`src/rtl/vec_alu_pkg.sv`:
```
// Shared definitions for the lane-parallel vector ALU.
// Opcode encodings are fixed by the instruction decoder and must not be renumbered.
package vec_alu_pkg;

  typedef enum logic [2:0] {
    OP_ADD = 3'b000,
    OP_SUB = 3'b001,
    OP_MOV = 3'b010,
    OP_MUL = 3'b011,
    OP_DIV = 3'b100
  } vec_op_t;

endpackage

```
`src/rtl/vec_alu_lane.sv`:
```
// One unsigned ALU lane: purely combinational, result is WIDTH bits, wrap-around arithmetic.
// Reserved opcodes produce zero; divide by zero returns all ones.
module vec_alu_lane
  import vec_alu_pkg::*;
#(
  parameter int WIDTH = 8
) (
  input  logic [WIDTH-1:0] a,
  input  logic [WIDTH-1:0] b,
  input  logic [2:0]       op,
  output logic [WIDTH-1:0] y
);

  always_comb begin
    y = '0;
    case (op)
      OP_ADD: y = a + b;
      OP_SUB: y = a - b;
      OP_MOV: y = a;
      // Only the low WIDTH bits of the product are kept.
      OP_MUL: y = a * b;
      OP_DIV: y = (b == '0) ? '1 : (a / b);
      default: y = '0;
    endcase
  end

endmodule

```
`src/rtl/vec_alu.sv`:
```
// Vector ALU top: LANES independent lanes feeding a single result register.
// One-cycle latency, one operation per cycle, synchronous active-high reset.
module vec_alu
  import vec_alu_pkg::*;
#(
  parameter int WIDTH = 8,
  parameter int LANES = 16
) (
  input  logic                          clk,
  input  logic                          reset,
  input  logic [LANES-1:0][WIDTH-1:0]   A,
  input  logic [LANES-1:0][WIDTH-1:0]   B,
  input  logic [2:0]                    Operation,
  output logic [LANES-1:0][WIDTH-1:0]   Result
);

  logic [LANES-1:0][WIDTH-1:0] w_lane_y;

  for (genvar g = 0; g < LANES; g++) begin : g_lane
    vec_alu_lane #(
      .WIDTH(WIDTH)
    ) u_lane (
      .a  (A[g]),
      .b  (B[g]),
      .op (Operation),
      .y  (w_lane_y[g])
    );
  end

  always_ff @(posedge clk) begin
    if (reset) begin
      Result <= '0;
    end else begin
      Result <= w_lane_y;
    end
  end

endmodule

```
`config.mk`:
```
export PLATFORM = sky130hd
export DESIGN_NAME = vec_alu
export DESIGN_NICKNAME = d
export VERILOG_FILES = /design/src/rtl/vec_alu_pkg.sv /design/src/rtl/vec_alu_lane.sv /design/src/rtl/vec_alu.sv
export SDC_FILE = /design/constraint.sdc
export NUM_CORES = 2
export LEC_CHECK = 0
export ABC_AREA = 1
export BUFFER_PORTS_ARGS = -buffer_cell sky130_fd_sc_hd__buf_2
export CAP_MARGIN = 15
export CORE_MARGIN = 4
export CORE_UTILIZATION = 40
export DETAILED_ROUTE_END_ITERATION = 10
export GPL_ROUTABILITY_DRIVEN = 1
export PLACE_DENSITY = 0.55
export SLEW_MARGIN = 20
export SYNTH_ARGS = -nofsm -noshare
export SYNTH_HDL_FRONTEND = slang
export SYNTH_SLANG_ARGS = --single-unit
```
`constraint.sdc`:
```
create_clock -name clk -period 9.42 [get_ports clk]
set_input_delay 0.471 -clock clk [delete_from_list [all_inputs] [get_ports clk]]
set_output_delay 0.471 -clock clk [all_outputs]
set_load 0.01 [all_outputs]
```
Word level (Yosys, flattened, before mapping)
Index checks and enable logic that the tools add are counted.
W data, S select, Z words.
{ "op_classes": {"n_div": 16, "muxes": 32, "multipliers": 16, "n_eq_ne": 4, "reduce_logical": 17, "addsub": 32} }
{ "op_table": {"columns": ["operator", "count"], "rows": [
  ["$pmux W8 S5", 16],
  ["$add A8 B8 Y8", 16],
  ["$div A8 B8 Y8", 16],
  ["$logic_not A8 Y1", 16],
  ["$mul A8 B8 Y8", 16],
  ["$mux W8", 16],
  ["$sub A8 B8 Y8", 16],
  ["$eq A3 B2 Y1 const B", 2],
  ["$eq A3 B1 Y1 const B", 1],
  ["$eq A3 B3 Y1 const B", 1],
  ["$logic_not A3 Y1", 1]
]} }
{ "word_totals": {"input_bits": 261, "wordCells": 133, "register_bits": 128} }

Depth between registers and ports, before layout
{ "depth": {"word_depth": 3, "depth_mapped": 78, "ltp_nobuf": 77} }

Hierarchy
Synthesis repeated with hierarchy kept, for this count alone.
{ "unflattened": {"cells_unflattened": 8979, "area_unflattened_um2": 57600.2} }
{ "by_module_without_submodules": {"columns": ["mod", "cells_per_inst", "area_each_um2", "n_inst"], "rows": [
  ["vec_alu_lane (g_lane[0].u_lane ...)", 538, 3392.0, 7],
  ["vec_alu_lane (g_lane[2].u_lane ...)", 543, 3372.0, 3],
  ["vec_alu_lane (g_lane[7].u_lane ...)", 521, 3294.4, 2],
  ["vec_alu", 398, 3677.3, 1],
  ["vec_alu_lane (g_lane[9].u_lane)", 557, 3449.6, 1],
  ["vec_alu_lane (g_lane[1].u_lane)", 536, 3375.7, 1],
  ["vec_alu_lane (g_lane[5].u_lane)", 528, 3338.2, 1],
  ["vec_alu_lane (g_lane[6].u_lane)", 523, 3310.7, 1]
]} }

Worst setup path after synthesis
No wires, ideal clock.
{ "synth_path": {"path_kind": "in2reg", "start": "input B[24] (netlist name)", "end": "register Result[24] (netlist name)", "arrival_time_ns": 8.603, "setup_ns": 0.132, "stages": 69, "path_slack_ns": 0.685, "path_cell_list": "inv_1 -> ha_1 -> or2_2 -> nand3_1 -> nand2_1 -> nand2_1 -> ha_1 -> o21a_1 -> o21ai_1 -> nand2_1 -> nand2_1 -> inv_1 -> ha_1 -> a21oi_1 -> nand2_1 -> nand2_1 -> nand2_1 -> nand2_1 -> [33 not listed] -> inv_1 -> o21ai_0 -> and2_1 -> ha_1 -> inv_1 -> nor4_1 -> o21ai_0 -> nand3_1 -> inv_1 -> or2_2 -> o21ai_0 -> ha_1 -> a21oi_1 -> o21ai_0 -> nand2_1 -> o2111ai_1 -> o21ai_0 -> a21oi_1"} }
{ "synth_via": {"elab_chain_cells": 3, "word_cells_on_any_way": 7} }
{ "synth_lines": {"columns": ["element", "line", "source"], "rows": [
  ["start: declaration", "vec_alu.sv:12", "input logic [LANES-1:0][WIDTH-1:0] B,"],
  ["$div A8 B8 Y8 / $logic_not A8 Y1 (equally long branches)", "vec_alu_lane.sv:22", "OP_DIV: y = (b == '0) ? '1 : (a / b);"],
  ["$mux W8", "vec_alu_lane.sv:22", null],
  ["$pmux W8 S5 *", "vec_alu_lane.sv:16", "case (op)"],
  ["end signal: assignment", "vec_alu.sv:34", "Result <= w_lane_y;"],
  ["end: declaration", "vec_alu.sv:14", "output logic [LANES-1:0][WIDTH-1:0] Result"]
]} }
Mark *: on every way between the ends. The rest lies on a longest branch, timed or not.
A chain may end at the register's enable or synchronous reset.

Final worst setup path
{ "layout_path": {"start": "input B[120] (netlist name)", "end": "register Result[120] (netlist name)"} }
The elaborated chain is that of the path after synthesis.

==> qor.yml <==
logic_synthesis:
  yosysSeqAreaShare_pct: 4.77
  mappedNetlistNets: 10000
  async_flop_share_pct: 0
  yosys_warnings: 0
  yosysUniqueCellTypes: 61
  synth_flop_cell: "dfxtp_1"
  syn_inst: 8512
  synth_area_um2: 53700
  syn-mean-instance-area_um2: 6.31
  yosys_register_bits: 128
  synth-edff-count: 0
run:
  drv_cap: 0
sta:
  slew_headroom_pct: 26.1
  slew_violations: 0
  setup_viol: 0
  worst_pin_slew_ns: 1.11
  fin_crit_sh_pct: 92.5
  fin_crit_ns: 8.71
  final_hold_viol_count: 0
  finalWorstSetupSlack_ns: 0.708
  max_freq_ghz: 0.115
routing:
  routed_via_density: 5.04
  drt-pass1-iter-count: 5
  antenna_left: 0
  drc_errors: 0
  wl_um: 175000
  num_vias: 54800
  first_iter_violations: 3553
  wl_per_cell_um: 16.1
power_and_ir_drop:
  pwr_density_cell_nw_per_um2: 99.4
  pwr-share-seq_pct: 10.2
  power.switching_mw: 3.17
  vdd_drop_max_v: 0.000146
  p_int_mw: 2.98
  p_clk_share_pct: 13.7
  leakage_nw: 36.2
  combinationalPowerShare_pct: 76.1
  p_sw_share_pct: 51.5
cells_and_area:
  layout_common_cells: "nand2_1 (1,986), inv_1 (1,694), ha_1 (1,000), a21oi_1 (404), o21ai_0 (403)"
  layout_commonest_cell: "nand2_1"
  drive_gt1_share_pct: 15.2
  layout.nets: 10600
  area_growth_syn_to_layout_pct: 15.1
  largestRegisters: "Result (128)"
  final_area_um2: 61800
  regMostFlops: "Result"
  fillers: 14100
  largest_register_ffs: 128
grt:
  grt_max_degree: 114
  grt_use_total_pct: 24.3
  grt_most_used_layer: "met2"
  grt_pass1_vias: 52700
  grt_antenna_before_repair: 25
  gr-usage-met3_pct: 2.61
  grt_pass1_wl_um: 278000
  gr-usage-met2_pct: 41.1
  overflow: 0
  met1_usage_pct: 32.9
setup_path:
  worstPathRequired_ns: 9.84
  cp_num_cells: 75
  slowest_delay_ns: 0.33
  crit_family: "simple AND/OR/NAND/NOR gates"
  cp-start-kind: "input port"
  crit_top_cell: "nand2_1"
  path_buf_inv: 9
  end_kind: "flop"
  worst_ep_arrival_time_ns: 9.13
  crit_slowest_cell: "ha_1"
  crit_fanout: 7
  crit_type: "in -> reg"
worst_hold_path:
  hp-class: "in -> reg"
  min-delay-start: "A[70]"
  hold_path_end: "Result[70]$_SDFF_PP0_"
  hold-path-cell-count: 3
placed_design:
  placed_area_um2: 59400
  port_buffers: 388
  hpwlAfterDp_um: 138000
  place_ws_ns: -0.456
  routabilityCongestion: 0.927
status:
  outcome: "finished, final reports clean"
clocking:
  htree_levels: 4
  root_buffer: "clkbuf_16"
  clock_sinks: 128
  cts_buffers: 17
  hold_buffers: 0
  clk_pin_slew_worst_paths_ns: 0.08
  tritoncts: "yes"
  cts_buffer_depth: 2
floorplan:
  dieArea_um2: 140000
  dieWidth_um: 374
  start_util_pct: 40.2
  core_um2: 133000
  rows: 134
  die_y_um: 374
  io_pins: 389
## cell usage after synthesis, drive strengths merged (128+ instances only)
cell	instances	share of area (%)
xnor2	182	3.0
inv	1738	12
o21ai	630	6.3
ha	1025	24
nand3	402	3.9
clkbuf	155	1.1
fa	208	7.8
a21oi	419	3.9
nand2	2074	15
xor2	356	5.8
or2	147	1.7
dfxtp	128	4.8
nor2	437	3.4
## cell families after synthesis
group,synth area share (%)
and+or+nand+nor,26.2
buffers and inverters,14.3
AOI/OAI and AO/OA,14.4
adders and majority gates,31.6
xor gates and xnor gates,8.77
DFF,4.77
muxes,0.0186
## power groups by stage
stage	clock network, mW	logic, mW	registers, mW
finish	0.842	4.68	0.624
detailed placement	0	4.48	0.637
floorplan	0	3.27	0.656
CTS	0.878	4.52	0.625
global route	0.882	5.38	0.629
global placement	0	4.41	0.637
## how the worst max path moves through the flow
stage	startpoint	to
floorplan	B[24]	Result[24]$_SDFF_PP0_
global placement	B[48]	Result[48]$_SDFF_PP0_
detailed placement	B[48]	Result[48]$_SDFF_PP0_
CTS	B[48]	Result[48]$_SDFF_PP0_
global route	B[120]	Result[120]$_SDFF_PP0_
finish	B[120]	Result[120]$_SDFF_PP0_
## area by class of cell
type | instances | area (µm²) | area share [%]
antenna | 13 | 32.5 | 0.0526
clock buffer | 19 | 443 | 0.716
clock inverter | 13 | 211 | 0.342
inverter | 1741 | 6560 | 10.6
multi-input combinational | 6392 | 44900 | 72.6
sequential | 128 | 2560 | 4.14
tap | 1768 | 2210 | 3.58
timing repair buffer | 782 | 4930 | 7.97
timing repair inverter | 1 | 7.51 | 0.0121
## metrics by stage
step | TNS (ns) | utilization [%] | hold WS [ns] | total power, mW | std cells
floorplan | 0 | - | 0.639 | 3.92 | 8512
global placement | -0.788 | 44.5 | 0.835 | 5.04 | 10800
detailed placement | -2.02 | 44.5 | 0.838 | 5.12 | 10800
CTS | 0 | 45.0 | 0.219 | 6.02 | 10800
global route | -0.682 | 46.3 | 0.254 | 6.89 | 10900
finish | 0 | 46.3 | 0.272 | 6.14 | 10900
## per-layer routing
layer	share of wire, %	vias up
li1	-	28100
met1	46	25200
met2	46	1219
met3	4.8	196
met4	2.2	8
met5	0.031	-
## what timing repair did
item                                    in CTS  in global routing
endpoints found under the hold margin        0                  0
gates resized for setup                      0                395
buffers inserted                             0                 40
endpoints found under the setup margin       0                 17
Power figures use the tool's default switching activity.
